`config.mk`:
```
export PLATFORM = sky130hd
export DESIGN_NAME = chu_vga_fade_core
export DESIGN_NICKNAME = d
export VERILOG_FILES = /design/src/rtl/chu_fade_pkg.sv /design/src/rtl/chu_fade_blend.sv /design/src/rtl/chu_vga_fade_core.sv
export SDC_FILE = /design/constraint.sdc
export NUM_CORES = 1
export LEC_CHECK = 0
export ABC_AREA = 1
export CAP_MARGIN = 20
export CORE_MARGIN = 2
export CORE_UTILIZATION = 40
export DETAILED_ROUTE_END_ITERATION = 12
export RECOVER_POWER = 25
export SLEW_MARGIN = 10
export SYNTH_ARGS = -nofsm -noshare
export SYNTH_HDL_FRONTEND = slang
export SYNTH_HIERARCHICAL = 1
export SYNTH_SLANG_ARGS = --single-unit
```
`constraint.sdc`:
```
create_clock -name clk -period 15.2 [get_ports clk]
set_input_delay 3.04 -clock clk [delete_from_list [all_inputs] [get_ports clk]]
set_output_delay 3.04 -clock clk [all_outputs]
set_load 0.03 [all_outputs]
```
`src/rtl/chu_fade_pkg.sv`:
```
// Shared definitions for the V4_USER4 fade video core: FSM states,
// slot register map, CTRL bit positions and the full-scale blend level.
package chu_fade_pkg;

  typedef enum logic [1:0] {
    IDLE = 2'd0,
    OUT  = 2'd1,
    HOLD = 2'd2,
    IN   = 2'd3
  } fade_state_t;

  // Slot register word offsets (addr[1:0])
  localparam logic [1:0] REG_CTRL   = 2'd0;
  localparam logic [1:0] REG_STEP   = 2'd1;
  localparam logic [1:0] REG_TARGET = 2'd2;
  localparam logic [1:0] REG_HOLD   = 2'd3;

  // CTRL register bit positions
  localparam int unsigned CTRL_GO     = 0;
  localparam int unsigned CTRL_DIR    = 1;
  localparam int unsigned CTRL_AUTO   = 2;
  localparam int unsigned CTRL_BYPASS = 3;

  // Level at which the pixel equals the target colour exactly
  localparam int unsigned LEVEL_MAX = 16;

endpackage

```
`src/rtl/chu_fade_blend.sv`:
```
// Single-channel pixel mix: so = (si*(MAX-level) + target*level) / MAX.
// Purely combinational; level 0 passes si, level MAX yields target.
module chu_fade_blend
  import chu_fade_pkg::*;
#(
  parameter int unsigned CD = 4,
  parameter int unsigned LW = 5
) (
  input  logic [CD-1:0] si,
  input  logic [CD-1:0] target,
  input  logic [LW-1:0] level,
  output logic [CD-1:0] so
);

  localparam int unsigned SW = CD + LW;
  localparam int unsigned SH = $clog2(LEVEL_MAX);

  logic [LW-1:0] inv_level;
  logic [SW-1:0] mix;

  // Weighted sum of source and target, truncated back to channel width
  always_comb begin
    inv_level = LW'(LEVEL_MAX) - level;
    mix       = SW'(si) * SW'(inv_level) + SW'(target) * SW'(level);
    so        = CD'(mix >> SH);
  end

endmodule

```
`src/rtl/chu_vga_fade_core.sv`:
```
// Video slot core V4_USER4: blends every pixel toward a programmable
// target colour by a 0..16 level that a frame-synchronous FSM walks
// through fade-out, optional hold, and fade-in. Zero pixel latency.
module chu_vga_fade_core
  import chu_fade_pkg::*;
#(
  parameter int unsigned CD = 12,
  parameter int unsigned LW = 5,
  parameter int unsigned FW = 8
) (
  input  logic          clk,
  input  logic          reset,
  input  logic [10:0]   x,
  input  logic [10:0]   y,
  input  logic          cs,
  input  logic          write,
  input  logic [13:0]   addr,
  input  logic [31:0]   wr_data,
  input  logic [CD-1:0] si_rgb,
  output logic [CD-1:0] so_rgb
);

  localparam int unsigned  CW       = CD / 3;
  localparam logic [LW-1:0] LVL_TOP = LW'(LEVEL_MAX);

  // Register file
  logic [CD-1:0] target;
  logic [FW-1:0] step;
  logic [FW-1:0] hold;
  logic          auto_en;
  logic          bypass;

  // Bus decode
  logic          wr_en;
  logic [1:0]    reg_sel;
  logic          go_wr;
  logic [FW-1:0] wr_frames;

  // Frame tick
  logic          xy0;
  logic          xy0_d;
  logic          tick;

  // Fade FSM state and counters
  fade_state_t   state, state_n;
  logic [LW-1:0] level, level_n;
  logic [FW-1:0] frame_cnt, frame_cnt_n;
  logic [FW-1:0] hold_cnt, hold_cnt_n;
  logic          step_due;
  logic          hold_done;

  // Blended pixel before bypass selection
  logic [CD-1:0] blend_rgb;

  logic          unused_bits;

  // Slot write decode; only the two low address bits select a register
  always_comb begin
    wr_en     = cs & write;
    reg_sel   = addr[1:0];
    go_wr     = wr_en && (reg_sel == REG_CTRL) && wr_data[CTRL_GO];
    wr_frames = wr_data[FW-1:0];
  end

  assign unused_bits = ^{addr[13:2], wr_data[31:CD]};

  // Register file: CTRL flags, step period, target colour, hold length
  always_ff @(posedge clk or negedge reset) begin
    if (!reset) begin
      target  <= '0;
      step    <= FW'(1);
      hold    <= '0;
      auto_en <= 1'b0;
      bypass  <= 1'b0;
    end else if (wr_en) begin
      unique case (reg_sel)
        REG_CTRL: begin
          auto_en <= wr_data[CTRL_AUTO];
          bypass  <= wr_data[CTRL_BYPASS];
        end
        REG_STEP:   step   <= (wr_frames == '0) ? FW'(1) : wr_frames;
        REG_TARGET: target <= wr_data[CD-1:0];
        REG_HOLD:   hold   <= wr_frames;
        default: ;
      endcase
    end
  end

  // Origin detect; x,y sit at the origin for several cycles while the
  // pixel stream is stalled, so only the first such cycle is a tick
  always_comb begin
    xy0  = (x == '0) && (y == '0);
    tick = xy0 & ~xy0_d;
  end

  // Delayed origin flag; resets high so an origin at reset release is no tick
  always_ff @(posedge clk or negedge reset) begin
    if (!reset) xy0_d <= 1'b1;
    else        xy0_d <= xy0;
  end

  // Fade FSM state, level and counter registers
  always_ff @(posedge clk or negedge reset) begin
    if (!reset) begin
      state     <= IDLE;
      level     <= '0;
      frame_cnt <= '0;
      hold_cnt  <= '0;
    end else begin
      state     <= state_n;
      level     <= level_n;
      frame_cnt <= frame_cnt_n;
      hold_cnt  <= hold_cnt_n;
    end
  end

  // Fade FSM next state. A go write beats a coincident tick. The level
  // check happens both on entry to a tick (go toward an end already
  // reached) and right after a step lands on the end level, so the
  // FSM leaves OUT/IN on the same tick that reaches 16 or 0. The >=
  // compares let a shrunken STEP/HOLD fire on the next tick.
  always_comb begin
    state_n     = state;
    level_n     = level;
    frame_cnt_n = frame_cnt;
    hold_cnt_n  = hold_cnt;
    step_due    = (frame_cnt >= (step - FW'(1)));
    hold_done   = (hold_cnt >= hold);

    if (go_wr) begin
      state_n     = wr_data[CTRL_DIR] ? OUT : IN;
      frame_cnt_n = '0;
    end else if (tick) begin
      unique case (state)
        IDLE: ;
        OUT: begin
          if (level == LVL_TOP) begin
            state_n    = auto_en ? HOLD : IDLE;
            hold_cnt_n = '0;
          end else if (step_due) begin
            level_n     = level + LW'(1);
            frame_cnt_n = '0;
            if (level == LVL_TOP - LW'(1)) begin
              state_n    = auto_en ? HOLD : IDLE;
              hold_cnt_n = '0;
            end
          end else begin
            frame_cnt_n = frame_cnt + FW'(1);
          end
        end
        HOLD: begin
          if (hold_done) begin
            state_n     = IN;
            frame_cnt_n = '0;
          end else begin
            hold_cnt_n = hold_cnt + FW'(1);
          end
        end
        IN: begin
          if (level == '0) begin
            state_n = IDLE;
          end else if (step_due) begin
            level_n     = level - LW'(1);
            frame_cnt_n = '0;
            if (level == LW'(1)) state_n = IDLE;
          end else begin
            frame_cnt_n = frame_cnt + FW'(1);
          end
        end
        default: state_n = IDLE;
      endcase
    end
  end

  // One blender per colour channel
  for (genvar c = 0; c < 3; c++) begin : g_ch
    chu_fade_blend #(
      .CD(CW),
      .LW(LW)
    ) u_blend (
      .si    (si_rgb[c*CW +: CW]),
      .target(target[c*CW +: CW]),
      .level (level),
      .so    (blend_rgb[c*CW +: CW])
    );
  end

  // Output select; bypass only affects the pixel, the FSM keeps running
  always_comb begin
    so_rgb = bypass ? si_rgb : blend_rgb;
  end

endmodule

```
# Word level (Yosys, flattened, before mapping)

Index checks and enable logic that the tools add are counted.

Flip-flop bits (word level): 54
Bits in latches: 0
Bits in writable memories: 0
Memory bits (read-only): 0
Input bits: 84
Word-level logic and storage cells: 105
Memories kept: 0

$add $sub $neg: 9
Multipliers: 6
Div/mod/pow operators: 0
Magnitude comparators: 2
Equal/unequal tests: 23
Shifts and indexed selects: 0
Muxes and demuxes: 31
Bitwise operators: 4
Reduce and logical (&&, ||, !) cells: 20

Operators by type and width:

| kind                  | number |
|---|---|
| $mux W8               | 11 |
| $mul A4 B5 Y8         | 6 |
| $add A8 B8 Y8         | 3 |
| $pmux W8 S3           | 1 |
| $logic_not A11 Y1     | 2 |
| $mux W2               | 11 |
| $mux W5               | 4 |
| $add A8 B1 Y8 const B | 2 |
| $ge A8 B8 Y1          | 2 |
| $ne A4 B4 Y1 const B  | 4 |
| $pmux W8 S2           | 1 |
| $ne A3 B3 Y1 const B  | 5 |
| $reduce_and A7 Y1     | 2 |
| $mux W12              | 1 |
| $ne A2 B2 Y1 const B  | 5 |
| $pmux W5 S2           | 1 |
| $eq A2 B2 Y1 const B  | 4 |
| $logic_not A8 Y1      | 1 |
| $reduce_and A2 Y1     | 4 |
| $sub A8 B1 Y8 const B | 1 |
| $pmux W2 S3           | 1 |
| $reduce_and A6 Y1     | 1 |
| $reduce_bool A2 Y1    | 3 |
| $add A5 B1 Y5 const B | 1 |
| other kinds (13)      | 18 |

# Longest topological paths before layout

Word-level depth: 7
Depth in mapped cells: 25
Depth with buffers taken out: 24

# Modules after synthesis

The synthesis kept the hierarchy.

By module, submodules not included:

| module            | instances | cells an instance | area each (um^2) | seq. area each (um^2) |
|---|---|---|---|---|
| chu_fade_blend    | 3         | 197               | 1320.0           | 0.0 |
| chu_vga_fade_core | 1         | 478               | 3694.8           | 1353.8 |

# Worst setup path after synthesis

Ideal clock, no wire load.

Path kind: input to output
Start point: input si_rgb[7]
End point: output so_rgb[7]
Arrival: 6363 ps
Required time: 12160 ps
Slack: 5797 ps
Stages on the path: 16
Path through: nand2_1 > fa_1 > inv_1 > fa_1 > fa_1 > inv_1 > fa_1 > inv_1 > ha_1 > a21oi_1 > o21a_1 > nand2_1 > inv_1 > nand3_1 > nand2_1 > mux2_2

Longest elaborated chain between the ends: 3

RTL lines:

| what             | line                     | RTL |
|---|---|---|
| start, declared  | chu_vga_fade_core.sv:19  | `input logic [CD-1:0] si_rgb,` |
| $mul A4 B5 Y8    | chu_fade_blend.sv:24     | `mix = SW'(si) * SW'(inv_level) + SW'(target) * SW'(level);` |
| $add A8 B8 Y8    | chu_fade_blend.sv:24     |  |
| via blend_rgb[7] | chu_vga_fade_core.sv:53  | `logic [CD-1:0] blend_rgb;` |
| $mux W12         | chu_vga_fade_core.sv:190 | `so_rgb = bypass ? si_rgb : blend_rgb;` |
| end, declared    | chu_vga_fade_core.sv:20  | `output logic [CD-1:0] so_rgb` |

The timed path passes the listed nets, and every way through them passes these cells.

# Worst setup path after layout

Ends and elaborated chain as after synthesis.

==> metrics.cfg <==
[layout]
diodes=0
regArea_um2=1350
final_cells=1367
drive_gt1_share_pct=7.77
final_nets=1351
postLayoutCellArea_um2=8670
fill_cells=1970
areaGrowthSynthToFinish_pct=13.3
multi_input_area_um2=5220

[timing]
setup_viol=0
slew_headroom_pct=-105
min_period_ps=10760
hold_viol_final=0
finalCritPeriodShare_pct=70.8
drv_slew=55
fin_tns_setup_ps=0
rsz0062_at_grt=no
skew_ps=5.79
fmax_mhz=92.9
tightest_slew_ps=3070

[synthesis]
synth-seq-area-share_pct=17.7
synth-seq-cells=54
synth_top_cell_area_share_pct=17.0
synthTopCellsByCount=nand2_1 (284), inv_1 (263), ha_1 (72), nor2_1 (72), fa_1 (63)
netlist_area_um2=7650
yosysMostFrequentCell=nand2_1
yosys_warnings=6
synthDistinctLibCells=42
synthArstFlopShare_pct=100
synth-edff-count=0
synth.largest_area_cell=dfrtp_1
syn-num-nets=1288
syn_inst=1069
synthTopCellsByArea=dfrtp_1 (17%), fa_1 (16%), nand2_1 (14%)
avgSynthCellArea_um2=7.16
synth_top_flop_cell=dfrtp_1

[routing]
drtPass1Iterations=4
routed_wl_um=15800
via_per_inst=4.65
drc_errors=0
drtIter0Drc=253
ant_nets=0
wl_per_cell_um=11.5
vias=6350

[setup_path]
critPathMaxStageDelay_ps=630
critPathLaunchType=input port
cp_cell_sequence=clkdlybuf4s50_1 -> nand2_1 -> fa_1 -> inv_1 -> fa_1 -> fa_1 -> inv_1 -> fa_1 -> inv_1 -> ha_1 -> a21oi_1 -> o21a_1 -> nand2_1 -> inv_1 -> nand3_1 -> nand2_1 -> mux2_2 -> clkdlybuf4s50_1
critical_path_class=input port to output port
cp.arrival_ps=7720
path_max_fanout=7
cp-end-kind=output port
r2r.worst_path.cells=15
worstPathRequired_ps=12160
cp_slowest_cell=clkdlybuf4s50_1

[clocking]
clk_pin_slew_ps=70
htreeDepth=2
post_cts_buffers=0
cts.sinks=54
cts_inserted_buffers=5
hold_buffers=0
cts_tree=done
clockBufferDepth=2
clk_latency_ps=300
root_buffer=clkbuf_16
post_cts_resized=0

[status]
outcome=complete, but fails checks
violations=max-capacitance violations, max-slew violations

[job]
drv_cap=1

[floorplan]
num_rows=50
die_h_um=142
core_um2=18800
die_x_um=142
io_pins=96
die-area_um2=20300
start_util_pct=40.8

[grt]
gr-total-overflow=0
grt_antenna_before_repair=0
grt_start_max_net_pins=55
grt_pass1_wl_um=27900
grt_usage_pct=16.6
grt_pass1_vias=6107

[placement]
hpwl_um=12800
placed_area_um2=8530
port_buffers=63
dp_cells=1359
gp_congestion=0.800

[min_path]
whs_path_depth=2
min_path_type=register to register

[pwr]
vdd_drop_max_mv=0.0536
power.leakage_nw=4.79
power.density_nw_per_um2=81.7

[metal layers]
metal	vias to the layer above	track usage (%)	share of wire (%)
met2	82	29.0	47
met5	-	0	0
met3	6	1.51	2.6
met1	2909	23.0	50
met4	0	2.03	0.60
li1	3353	-	-
[power by group]
part	switching [W]	total [W]	internal, W
Sequential	0.0000265	0.000189	0.000163
Combinational	0.000229	0.000402	0.000172
Clock	0.0000563	0.000118	0.0000612
[stage by stage]
stage	hold WS [ps]	util [%]	setup WS [ps]	total power (W)
floorplan	453	-	5800	0.000479
global placement	473	45.5	4430	0.000591
detailed placement	486	45.5	4410	0.000599
CTS	500	46.2	4410	0.000719
global route	545	46.2	4160	0.000782
finish	494	46.2	4440	0.000708
[sequential cells by signal, summed over array words and instances, names as in the netlist]
signal,flops
state,2
hold,8
target,12
level,5
frame_cnt,8
step,8
xy0_d,1
hold_cnt,8
auto_en,1
bypass,1
[worst max-delay path, delay by kind of cell]
kind	cells	cell delay, ps
AOI/OAI and AO/OA	2	250
adders and majority gates	5	2440
buffers and inverters	6	1410
muxes	1	250
and+or+nand+nor	4	340
[placed cells by master (no fill, tap or decap), drive strengths merged, types with 4 or more instances in the layout]
cell / netlist / routed
inv: 268 / 268
nor2: 85 / 85
nand2: 307 / 307
clkdlybuf4s50: 0 / 62
nand3: 63 / 63
o21ai: 34 / 34
xor2: 24 / 24
clkbuf: 4 / 6
ha: 72 / 72
nor3: 8 / 8
fa: 63 / 63
xnor2: 7 / 7
mux2: 16 / 16
nand4: 20 / 20
buf: 8 / 5
dfrtp: 52 / 52
a21oi: 19 / 19
o21a: 4 / 4
nand3b: 5 / 5
[cells by family (layout without fill, tap and decap cells)]
group                    Yosys count  in the layout  synth area share (%)
AO/OA/AOI/OAI                     62             62                  4.61
XOR/XNOR                          31             31                  3.55
adder cells (fa/ha/maj)          135            135                  28.2
buffers and inverters            280            344                  14.2
flip-flops                        54             54                  17.7
multiplexers                      16             16                  2.35
AND/OR/NAND/NOR                  491            491                  29.4
[cell type report]
type,instances,area share [%]
clock buffers,5,1.44
clock inverters,3,0.245
inverters,268,11.6
multi-input cells,735,60.1
flip-flops and latches,54,15.6
well taps,234,3.38
repair buffers,68,7.60
[path summary, 6_finish.rpt]
check | startpoint | end | slack, ps
max | si_rgb[7] | so_rgb[7] | 4440
max reg2reg | step[2] | frame_cnt[3] | 12620
min | auto_en | auto_en | 490
min reg2reg | auto_en | auto_en | 490
max in group asynchronous | reset | target[10] | 9630
min in group asynchronous | reset | hold[4] | 3830
Power figures use the tool's default switching activity.
